## src/rtl/caliptra_apb_req_pkg.sv

```systemverilog
// Shared types for the Caliptra APB requester.
// State encoding, command capture and response bundles.
package caliptra_apb_req_pkg;

    localparam int APB_ADDR_W = 32;
    localparam int APB_DATA_W = 32;
    localparam int APB_USER_W = 32;

    typedef enum logic [1:0] {
        IDLE,
        SETUP,
        ACCESS,
        RESP
    } apb_req_state_e;

    typedef struct packed {
        logic                  write;
        logic [APB_ADDR_W-1:0] addr;
        logic [APB_DATA_W-1:0] wdata;
        logic [APB_USER_W-1:0] auser;
    } apb_req_t;

    typedef struct packed {
        logic [APB_DATA_W-1:0] rdata;
        logic                  slverr;
        logic                  timeout;
    } apb_rsp_t;

endpackage

```

## src/rtl/caliptra_apb_req_wdt.sv

```systemverilog
// Saturating ACCESS-phase wait-state counter.
// expired flags the last permitted wait cycle.
module caliptra_apb_req_wdt #(
    parameter int TIMEOUT_CYCLES = 1024
) (
    input  logic clk,
    input  logic rst_b,
    input  logic clear,
    input  logic count_en,
    output logic expired
);

    localparam bit EN = (TIMEOUT_CYCLES != 0);
    localparam int CW = EN ? $clog2(TIMEOUT_CYCLES + 1) : 1;
    localparam logic [CW-1:0] SAT = CW'(TIMEOUT_CYCLES);
    localparam logic [CW-1:0] LAST = CW'(TIMEOUT_CYCLES - 1);

    logic [CW-1:0] count_q;

    // Count wait states; clear on SETUP, hold at the saturation value.
    always_ff @(posedge clk) begin
        if (!rst_b) begin
            count_q <= '0;
        end else if (clear) begin
            count_q <= '0;
        end else if (count_en && (count_q != SAT)) begin
            count_q <= count_q + CW'(1);
        end
    end

    assign expired = EN ? (count_q == LAST) : 1'b0;

endmodule

```

## src/rtl/caliptra_apb_requester.sv

```systemverilog
// APB initiator for the Caliptra responder port.
// One transfer at a time, with a wait-state watchdog.
module caliptra_apb_requester
    import caliptra_apb_req_pkg::*;
#(
    parameter int         ADDR_W         = APB_ADDR_W,
    parameter int         DATA_W         = APB_DATA_W,
    parameter int         USER_W         = APB_USER_W,
    parameter logic [2:0] PPROT_VAL      = 3'b000,
    parameter int         TIMEOUT_CYCLES = 1024
) (
    input  logic              core_clk,
    input  logic              cptra_rst_b,
    input  logic              req_valid,
    output logic              req_ready,
    input  logic              req_write,
    input  logic [ADDR_W-1:0] req_addr,
    input  logic [DATA_W-1:0] req_wdata,
    input  logic [USER_W-1:0] req_auser,
    output logic              rsp_valid,
    input  logic              rsp_ready,
    output logic [DATA_W-1:0] rsp_rdata,
    output logic              rsp_slverr,
    output logic              rsp_timeout,
    output logic [ADDR_W-1:0] PADDR,
    output logic              PSEL,
    output logic              PENABLE,
    output logic              PWRITE,
    output logic [DATA_W-1:0] PWDATA,
    output logic [USER_W-1:0] PAUSER,
    output logic [2:0]        PPROT,
    input  logic [DATA_W-1:0] PRDATA,
    input  logic              PREADY,
    input  logic              PSLVERR
);

    apb_req_state_e state_q, state_d;
    apb_req_t       req_q, req_d;
    apb_rsp_t       rsp_q, rsp_d;
    logic           psel_q, psel_d;
    logic           pen_q, pen_d;
    logic           rsp_valid_q, rsp_valid_d;
    logic           wdt_expired;

    caliptra_apb_req_wdt #(
        .TIMEOUT_CYCLES(TIMEOUT_CYCLES)
    ) u_wdt (
        .clk     (core_clk),
        .rst_b   (cptra_rst_b),
        .clear   (state_q == SETUP),
        .count_en(state_q == ACCESS && !PREADY),
        .expired (wdt_expired)
    );

    // State and registered APB/response outputs.
    always_ff @(posedge core_clk) begin
        if (!cptra_rst_b) begin
            state_q     <= IDLE;
            req_q       <= '0;
            rsp_q       <= '0;
            psel_q      <= 1'b0;
            pen_q       <= 1'b0;
            rsp_valid_q <= 1'b0;
        end else begin
            state_q     <= state_d;
            req_q       <= req_d;
            rsp_q       <= rsp_d;
            psel_q      <= psel_d;
            pen_q       <= pen_d;
            rsp_valid_q <= rsp_valid_d;
        end
    end

    // Next-state and next-output logic for the transfer sequence.
    always_comb begin
        state_d     = state_q;
        req_d       = req_q;
        rsp_d       = rsp_q;
        psel_d      = psel_q;
        pen_d       = pen_q;
        rsp_valid_d = rsp_valid_q;
        unique case (state_q)
            IDLE: begin
                if (req_valid) begin
                    req_d.write = req_write;
                    req_d.addr  = req_addr;
                    req_d.wdata = req_wdata;
                    req_d.auser = req_auser;
                    psel_d      = 1'b1;
                    pen_d       = 1'b0;
                    state_d     = SETUP;
                end
            end
            SETUP: begin
                pen_d   = 1'b1;
                state_d = ACCESS;
            end
            ACCESS: begin
                // A PREADY on the expiry cycle wins over the watchdog.
                if (PREADY) begin
                    rsp_d.rdata   = req_q.write ? '0 : PRDATA;
                    rsp_d.slverr  = PSLVERR;
                    rsp_d.timeout = 1'b0;
                    psel_d        = 1'b0;
                    pen_d         = 1'b0;
                    rsp_valid_d   = 1'b1;
                    state_d       = RESP;
                end else if (wdt_expired) begin
                    rsp_d.rdata   = '0;
                    rsp_d.slverr  = 1'b1;
                    rsp_d.timeout = 1'b1;
                    psel_d        = 1'b0;
                    pen_d         = 1'b0;
                    rsp_valid_d   = 1'b1;
                    state_d       = RESP;
                end
            end
            RESP: begin
                if (rsp_ready) begin
                    rsp_valid_d   = 1'b0;
                    rsp_d.timeout = 1'b0;
                    state_d       = IDLE;
                end
            end
            default: begin
                state_d = IDLE;
            end
        endcase
    end

    assign req_ready   = (state_q == IDLE);
    assign rsp_valid   = rsp_valid_q;
    assign rsp_rdata   = rsp_q.rdata;
    assign rsp_slverr  = rsp_q.slverr;
    assign rsp_timeout = rsp_q.timeout;
    assign PADDR       = req_q.addr;
    assign PWRITE      = req_q.write;
    assign PWDATA      = req_q.wdata;
    assign PAUSER      = req_q.auser;
    assign PSEL        = psel_q;
    assign PENABLE     = pen_q;
    assign PPROT       = PPROT_VAL;

endmodule

```

## config.mk

```make
export PLATFORM = sky130hd
export DESIGN_NAME = caliptra_apb_requester
export DESIGN_NICKNAME = d
export VERILOG_FILES = /design/src/rtl/caliptra_apb_req_pkg.sv /design/src/rtl/caliptra_apb_req_wdt.sv /design/src/rtl/caliptra_apb_requester.sv
export SDC_FILE = /design/constraint.sdc
export NUM_CORES = 1
export LEC_CHECK = 0
export ABC_AREA = 1
export BUFFER_PORTS_ARGS = -buffer_cell sky130_fd_sc_hd__buf_2
export CAP_MARGIN = 10
export CORE_UTILIZATION = 49
export CTS_BUF_LIST = sky130_fd_sc_hd__clkbuf_8
export DETAILED_ROUTE_END_ITERATION = 10
export MAX_ROUTING_LAYER = met4
export PLACE_DENSITY = 0.8
export SLEW_MARGIN = 20
export SYNTH_ARGS = -nofsm -noshare
export SYNTH_HDL_FRONTEND = slang
export SYNTH_SLANG_ARGS = --single-unit
```

## constraint.sdc

```tcl
create_clock -name core_clk -period 2.23 [get_ports core_clk]
set_clock_uncertainty 0.1 [all_clocks]
set_input_delay 0.1115 -clock core_clk [delete_from_list [all_inputs] [get_ports core_clk]]
set_output_delay 0.1115 -clock core_clk [all_outputs]
set_load 0.02 [all_outputs]
```

==> results.md <==
* Port Buffer Count at roughly 270
* Required time worst endpoint at 2.48 ns
* Cell Area, Synth at 6090 µm²
* CTS H-tree depth at 4
* Status: finished, final reports clean
* Final WS setup at 0.266 ns
* Worst Path Arrival at between 2 and 2.5 ns
* Area contributors post-synth: dfxtp_1 48%, nor2_1 17%, o21ai_0 8.3%, nand2_1 4.9%, nand3b_1 3.9%
* Main combinational cell family by area after synthesis: simple AND/OR/NAND/NOR gates
* Min Tclk post-route at about 2.0 ns
* DRT Pass-1 Iters at 7
* Simple-gate share of the synthesized area at 0.315
* Clock Tree Buf Depth at 2
* Synth top area share at 0.483
* Vias/cell at 5.00
* Total power at 9.86 mW
* Leak at 4.72 nW
* Final setup viols at 0
* Core Box Area at between 10,000 and 15,000 µm²
* Num ports at ~270
* XOR/XNOR share of the synthesized area at 0.00719
* Leading cell types by count after synthesis: 282 x nor2_1, 147 x dfxtp_1, 101 x o21ai_0
* Pre-CTS setup slack at 0.228 ns
* Rows at 40
* Clock sinks at 147
* Worst Hold Class: input pin to register
* Maximum vdd drop at 770 µV
* Mux cell area share after synthesis at 0
* Layout area overhead at 52.1%
* Worst-Skew Late Latency at 0.45 ns
* Setup crit end kind: register
* Post-Synthesis Cells at between 800 and 900
* Crit path kind: register to register
* Compound-Gate Fraction of Synth Area at 0.0963
* Vias at 6,987
* Clock transition at path regs at approximately 0.080 ns
* Die Height at 114 µm
* Vias in the first global route at 6,978
* Max Slew Vio Count at 0
* Placer Congestion at around 0.9
* Fraction of final layout cells sized beyond drive strength 1 at 0.285
* Gr usage total at 0.334
* Die W at 114 µm
* DP Area at 7470 µm²
* CP Launch Type: register
* Power per cell area at 1060 nW/µm²
* #FFs+latches synth at 147
* First-pass GRT wire length at 32.7 mm
* Post-CTS setup buffers at 0
* Fillers at 791
* DRC violations left at 0
* Footprint of the multi-input gates at 2660 µm²
* Max Fclk at 509 MHz
* Iter 0 DRT Violations at around 540
* RSZ-0062 raised after global routing: no
* Largest net degree at the start of global routing at 135
* Reg area at slightly below 3000 µm²
* Mapped Avg Cell Area at around 7.3 µm²
* Slew @ Worst Pin at 0.591 ns
* Setup_tns at 0 ns
* Post-synth EDFFs at 0
* Unique masters post-synth at 26
* Final period util at 0.881
* Dpl hpwl at approximately 11 mm
* Post-DR wirelength/cell at 14.7 µm
* Initial antenna violation count at 2
* Max Fanout on Critical Path at 14
* Final #Nets at 1,358
* GRT overflow at 0
* Top_reg_cell synth: dfxtp_1
* Leading area contributor after synthesis: dfxtp_1
* Async SR Flop Fraction at 0
* Yosys warns at 0
* Die ar. at 12,900 µm²
* Initial core utilization at 0.505
* Max_slew headroom at 0.606
* Count leader, synth: nor2_1
* Clock root buffer: clkbuf_8
* Post-synthesis adder-cell area fraction at 0.0164
* DRT Wirelength at approximately 21 mm
* Post-synthesis sequential area ratio at 0.483
* CTS Buf Count at 17
* Fin area at 9270 µm²
* Fin. Hold Viols at 0
* Antenna Nets Post-Route at 0
* CTS tree: built
* MaxCap Viol Count at 0
layout make-up:
type,count,share of cell area
Inverter,60,0.0246
Clock buffer,20,0.0297
Clock inverter,11,0.0197
Tap cell,168,0.0227
Timing Repair Buffer,411,0.298
Antenna cell,2,0.000540
Sequential cell,147,0.318
Multi-Input combinational cell,578,0.287
power by group:
group,switching (mW),internal (mW)
registers,0.359,3.31
clock network,0.980,1.40
logic,2.50,1.31
critical path: stages, from the launching register on:
cell and delay (ns):
dfxtp_1 0.34, inv_1 0.13, ha_1 0.26, buf_4 0.16, inv_1 0.05, nor2_1 0.21
o21ai_2 0.23, inv_2 0.20, nand2_1 0.07, nand2_1 0.06, nor2_1 0.04
cell families after synthesis:
group	count (synthesis)
flops	147
compound gates	116
fa+ha+maj	8
xor+xnor	5
buf+inv	113
other cells	1
simple gates	446
worst paths after layout:
kind | slack, ns | cells after the start | to | start
worst max-delay path | 0.27 | 10 | u_wdt.count_q[3] | state_q[0]
worst min-delay path | 0.07 | 6 | state_q[0] | req_valid
worst max register to register | 0.27 | 10 | u_wdt.count_q[3] | state_q[0]
worst min register to register | 0.36 | 2 | rsp_valid | rsp_valid
repair_timing:
action                     CTS  global route
hold buffers               133             0
hold endpoints to repair   133             0
resized for setup            0             2
setup endpoints to repair    0             2
state kept, by name, summed over array words and instances, names as in the netlist:
| signal | count |
|---|---|
| PADDR | 32 |
| PAUSER | 32 |
| PWDATA | 32 |
| rsp_rdata | 32 |
| u_wdt.count_q | 11 |
| state_q | 2 |
| PENABLE | 1 |
| PSEL | 1 |
| PWRITE | 1 |
| rsp_slverr | 1 |
| rsp_timeout | 1 |
| rsp_valid | 1 |
through the flow:
| stage | hold WS, ns | utilization | std cells |
|---|---|---|---|
| 5_1_grt | 0.0770 | 0.768 | 1397 |
| 6_report | 0.0688 | 0.768 | 1397 |
| 2_1_floorplan | 0.178 | - | 838 |
| 3_5_place_dp | 0.268 | 0.619 | 1231 |
| 4_1_cts | 0.0379 | 0.768 | 1395 |
| 3_3_place_gp | 0.258 | 0.619 | 1231 |
placed cells by master (no fill, tap or decap), types with 2 or more instances in the layout:
| cell type | count |
|---|---|
| a21oi_1 | 13 |
| buf_2 | 268 |
| buf_4 | 9 |
| bufinv_16 | 5 |
| clkbuf_8 | 20 |
| clkinv_2 | 4 |
| conb_1 | 3 |
| dfxtp_1 | 147 |
| diode_2 | 2 |
| dlygate4sd3_1 | 133 |
| ha_1 | 8 |
| inv_1 | 57 |
| inv_2 | 3 |
| nand2_1 | 78 |
| nand2_2 | 3 |
| nand3_1 | 13 |
| nand3b_1 | 32 |
| nand4_1 | 4 |
| nor2_1 | 282 |
| nor2_2 | 31 |
| o21ai_0 | 101 |
| xnor2_1 | 2 |
| xor2_1 | 3 |
routing by layer:
layer	routed length, µm	up-vias	track usage
met1	7590	3114	0.354
li1	-	3346	-
met2	9970	385	0.538
met4	1490	0	0.242
met5	0	-	-
met3	1500	142	0.0903
(Power assumes the default switching activity.)
